File: src/rtl/pulse_period_meter.sv
// Measures the high time and period of an asynchronous input in clock cycles,
// presenting each completed period to a consumer through a valid/ack handshake.
module pulse_period_meter #(
  parameter int WIDTH       = 32,
  parameter int SYNC_STAGES = 2
) (
  input  logic             clock,
  input  logic             reset,
  input  logic             enable,
  input  logic             sig_in,
  output logic [WIDTH-1:0] high_count,
  output logic [WIDTH-1:0] period_count,
  output logic             meas_valid,
  input  logic             meas_ack,
  output logic             overrun,
  output logic             overflow
);

  typedef enum logic [1:0] {IDLE, HIGH, LOW} state_t;

  localparam logic [WIDTH-1:0] CNT_MAX = '1;
  localparam logic [WIDTH-1:0] CNT_ONE = WIDTH'(1);

  function automatic logic [WIDTH-1:0] sat_inc(input logic [WIDTH-1:0] v);
    return (v == CNT_MAX) ? v : v + CNT_ONE;
  endfunction

  logic [SYNC_STAGES-1:0] sync_p0;
  logic                   s_d_p1;
  logic                   s;
  logic                   rise;
  logic                   fall;

  state_t           state, state_nxt;
  logic [WIDTH-1:0] cnt, cnt_nxt;
  logic [WIDTH-1:0] hi_cap, hi_cap_nxt;
  logic             close;
  logic             ovf_set;
  logic             load;
  logic             drop;
  logic             valid_nxt;
  logic             overrun_nxt;
  logic             overflow_nxt;

  assign s    = sync_p0[SYNC_STAGES-1];
  assign rise = s & ~s_d_p1;
  assign fall = ~s & s_d_p1;

  always_comb begin
    state_nxt  = state;
    cnt_nxt    = cnt;
    hi_cap_nxt = hi_cap;
    close      = 1'b0;
    ovf_set    = 1'b0;
    if (!enable) begin
      state_nxt = IDLE;
      cnt_nxt   = '0;
    end else begin
      case (state)
        IDLE: begin
          // Only a rising edge opens a period, so no partial period is ever reported.
          if (rise) begin
            cnt_nxt   = CNT_ONE;
            state_nxt = HIGH;
          end
        end
        HIGH: begin
          if (fall) begin
            hi_cap_nxt = cnt;
            cnt_nxt    = sat_inc(cnt);
            state_nxt  = LOW;
          end else if (cnt == CNT_MAX) begin
            ovf_set   = 1'b1;
            cnt_nxt   = '0;
            state_nxt = IDLE;
          end else begin
            cnt_nxt = sat_inc(cnt);
          end
        end
        LOW: begin
          if (rise) begin
            close     = 1'b1;
            cnt_nxt   = CNT_ONE;
            state_nxt = HIGH;
          end else if (cnt == CNT_MAX) begin
            ovf_set   = 1'b1;
            cnt_nxt   = '0;
            state_nxt = IDLE;
          end else begin
            cnt_nxt = sat_inc(cnt);
          end
        end
        default: begin
          cnt_nxt   = '0;
          state_nxt = IDLE;
        end
      endcase
    end

    // A result pending un-acked when the next one closes is lost, old one kept.
    load         = close & (~meas_valid | meas_ack);
    drop         = close & ~load;
    valid_nxt    = load ? 1'b1 : (meas_ack ? 1'b0 : meas_valid);
    overrun_nxt  = enable ? (overrun | drop) : 1'b0;
    overflow_nxt = enable ? (overflow | ovf_set) : 1'b0;
  end

  // Synchroniser and edge-detect stage
  always_ff @(posedge clock) begin
    if (reset) begin
      sync_p0 <= '0;
      s_d_p1  <= 1'b0;
    end else begin
      sync_p0 <= {sync_p0[SYNC_STAGES-2:0], sig_in};
      s_d_p1  <= s;
    end
  end

  // Measurement state and result registers
  always_ff @(posedge clock) begin
    if (reset) begin
      state        <= IDLE;
      cnt          <= '0;
      hi_cap       <= '0;
      high_count   <= '0;
      period_count <= '0;
      meas_valid   <= 1'b0;
      overrun      <= 1'b0;
      overflow     <= 1'b0;
    end else begin
      state      <= state_nxt;
      cnt        <= cnt_nxt;
      hi_cap     <= hi_cap_nxt;
      meas_valid <= valid_nxt;
      overrun    <= overrun_nxt;
      overflow   <= overflow_nxt;
      if (load) begin
        high_count   <= hi_cap;
        period_count <= cnt;
      end
    end
  end

endmodule
File: config.mk
export PLATFORM = sky130hd
export DESIGN_NAME = pulse_period_meter
export DESIGN_NICKNAME = d
export VERILOG_FILES = /design/src/rtl/pulse_period_meter.sv
export SDC_FILE = /design/constraint.sdc
export NUM_CORES = 1
export LEC_CHECK = 0
export CAP_MARGIN = 20
export CORE_MARGIN = 3
export CORE_UTILIZATION = 59
export DETAILED_ROUTE_END_ITERATION = 10
export PLACE_DENSITY = 0.91
export SYNTH_ARGS = -nofsm -noshare
export SYNTH_HDL_FRONTEND = slang
export SYNTH_SLANG_ARGS = --single-unit
File: constraint.sdc
create_clock -name clock -period 6.26 [get_ports clock]
set_input_delay 0.626 -clock clock [delete_from_list [all_inputs] [get_ports clock]]
set_output_delay 0.626 -clock clock [all_outputs]
set_load 0.01 [all_outputs]
==> run_results.csv <==
group,metric,value,unit
routing,wl,14.04,mm
yosys,yosysWarningCount,0,
routing,viasPerCell,5.982,
global_route,grt_max_degree,103,
placement,portBuffers,71,
critical_path,ff2ff_path_depth,7,
yosys,synth-simple-area-share,0.2587,
clock_tree,ctsHoldBuffers,0,
timing,fin_tns_setup,0,ns
yosys,synthMuxAreaShare,0.001834,
timing,final.min_clock_period,2.856,ns
placement,pre_cts_ws,2.894,ns
critical_path,crit_chain,"buf_2 -> buf_4 -> nor2b_1 -> nand2_1 -> nor2_1 -> buf_6 -> o31ai_1 -> a31oi_1",
yosys,async_flop_share,0,
critical_path,worstPathArrival,3.30,ns
yosys,synth_flop_cell,"dfxtp_1",
global_route,grt_remaining_overflow,0,
timing,setup-violations-final,0,
global_route,grt_use_total,0.2738,
floorplan,die_y,102.2,µm
timing,slew_violations,0,
yosys,yosysMostFrequentCell,"nand2_1",
routing,postRouteAntennaNets,0,
clock_tree,cts_tree,"yes",
yosys,yosys.area.top_type_share,0.4990,
power,power.leakage,0.002205,µW
clock_tree,cts_num_sinks,136,
floorplan,core,8848,µm²
job,maxCapViolCount,0,
clock_tree,clk_pin_slew,0.06,ns
global_route,grt_pass1_vias,4587,
power,vdd_drop_max,0.1895,mV
floorplan,initial_utilization,0.6167,
yosys,synth_seq_cells,136,
routing,vias,5192,
routing,drc,0,
routing,first_pass_iters,5,
finish,num-fill-cells,632,
yosys,synth_xor_area_frac,0,
min_path,holdPathStages,1,
min_path,min-delay-start,"sync_p0[0]",
yosys,netlist_top_cells_area,"dfxtp_1, nand2_1, a21oi_1",
yosys,postSynthCellCount,698,
timing,timing.slew.headroom,0.3454,
yosys,synth_edf_count,0,
global_route,grt_pass1_wl,22.58,mm
routing,drtIter0Drc,411,
yosys,synth_top_cell_by_area,"dfxtp_1",
timing,period_share,0.4563,
critical_path,crit_required,6.70,ns
critical_path,max_stage_delay,0.64,ns
yosys,ys_seq_area_frac,0.4990,
floorplan,core.rowCount,34,
yosys,ys_top_cells_by_count,"nand2_1, dfxtp_1, a21oi_1",
clock_tree,clkLatencyLatePin,0.52,ns
critical_path,r2r-end,"cnt[5]",
run_status,status,"complete, no violations",
timing,finalHoldViolations,0,
critical_path,startpoint,"reset",
floorplan,io_pins,72,
timing,rsz0062_at_grt,"false",
timing,finClkSkew,0.007772,ns
yosys,synthAdderAreaFrac,0.01147,
clock_tree,cts_max_level,4,
yosys,synth_top_family_by_area,"simple AND/OR/NAND/NOR gates",
global_route,antenna_found_initial,0,
min_path,worst_hold_path.endpoint,"sync_p0[1]",
clock_tree,post_cts_buffers,0,
critical_path,r2r-start,"cnt[0]",
power,power_density,277.0,nW/µm²
finish,register_area,2723,µm²
clock_tree,cts-buffers-inserted,17,
finish,final_nets,757,
finish,diodes,0,
critical_path,path_class,"input port to flip-flop",
placement,gp_congestion,0.9466,
min_path,hold_path.class,"flip-flop to flip-flop",
yosys,synth_nets,708,
critical_path,crit_slowest_cell,"nor2b_1",
placement,dp_hpwl,9.076,mm
critical_path,reg2reg_setup_slack,3.42,ns
floorplan,die_w,102.2,µm
timing,max_freq,350.1,MHz
timing,setup_ws,3.404,ns
critical_path,critPathMaxFanout,102,
routing,drt-wirelength-per-cell,16.17,µm
critical_path,startpoint_type,"input port",
yosys,syn_avg_cell_area,7.817,µm²
finish,multi_input_area,2484,µm²
finish,drive_gt1_frac,0.07105,
yosys,synth-compound-area-share,0.1818,
yosys,syn_area,5456,µm²
clock_tree,ctsResizeCount,0,
timing,worst_pin_slew,0.9820,ns
clock_tree,cts-root-buf,"clkbuf_8",
floorplan,die-area,10440,µm²
clock_tree,clockBufferDepth,2,
yosys,ys_types,49,
critical_path,crit_path_end_kind,"flip-flop",
power,p_total,1877,µW
finish,syn_to_final_growth,24.24,%
## layer usage
metal | part of all wire | GRT usage | vias to the layer above
met3 | 0.067 | 0.05597 | 43
met1 | 0.45 | 0.3789 | 2414
met2 | 0.46 | 0.4273 | 245
met4 | 0.024 | 0.09788 | 0
li1 | - | - | 2490
met5 | 0 | 0 | -
## critical path: cells and delay by family
kind | cells | cell delay [ns]
AOI/OAI and AO/OA | 2 | 0.25
buffers and inverters | 3 | 0.71
and+or+nand+nor | 3 | 1.69
## report_power, final
group	internal, µW	leakage, µW	switching (µW)
combinational	8.21	0.000837	22.6
sequential	868	0.00110	2.96
clock	578	0.000273	398
## cell type report
class | count | share of cell area
inverters | 10 | 0.005537
repair buffers | 80 | 0.1205
multi-input cells | 502 | 0.3664
clock inverters | 14 | 0.02436
well taps | 108 | 0.01993
clock buffers | 18 | 0.06165
flip-flops and latches | 136 | 0.4016
## registers in the layout, summed over array words and instances, names as in the netlist
name and cells:
cnt 32, hi_cap 32, high_count 32, period_count 32, state 2, sync_p0 2, meas_valid 1, overflow 1
overrun 1, s_d_p1 1
## through the flow
step	std cells	util	instance area, µm²	hold slack (ns)
2_1_floorplan	698	-	5456	0.4138
3_3_place_gp	833	0.6927	6130	0.4180
3_5_place_dp	835	0.6971	6168	0.4415
4_1_cts	867	0.7630	6751	0.4538
5_1_grt	868	0.7661	6779	0.4631
6_report	868	0.7661	6779	0.4487
## cell usage in the layout, fill, tap and decap left out, types with 3 or more instances in the layout
cell and count:
nor3_1 12, clkdlybuf4s50_1 70, buf_4 6, nand2b_1 6, and4_1 4, a31oi_1 17
clkbuf_16 16, nand3_1 17, o21ai_1 3, inv_1 10, nand4_1 8, inv_6 4
or3_1 6, and3_1 4, ha_1 5, nor4_1 4, nand2_1 214, clkinvlp_4 4
a21oi_1 117, nor2b_1 5, nor2_1 24, a211oi_1 4, dfxtp_1 136, o21ai_0 17
## how the worst max path moves through the flow
stage | endpoint | cells past startpoint
finish | cnt[16] | 8
global route | cnt[14] | 8
CTS | cnt[14] | 8
detailed placement | cnt[14] | 8
global placement | cnt[20] | 7
floorplan | cnt[13] | 9
## cell families after synthesis
| kind of cell | after synthesis |
|---|---|
| flip-flops | 136 |
| AND/OR/NAND/NOR | 319 |
| AO/OA/AOI/OAI | 177 |
| multiplexers | 1 |
| adder cells (fa/ha/maj) | 5 |
| buffers and inverters | 60 |
Note: power is estimated with default switching activity, not from simulation.
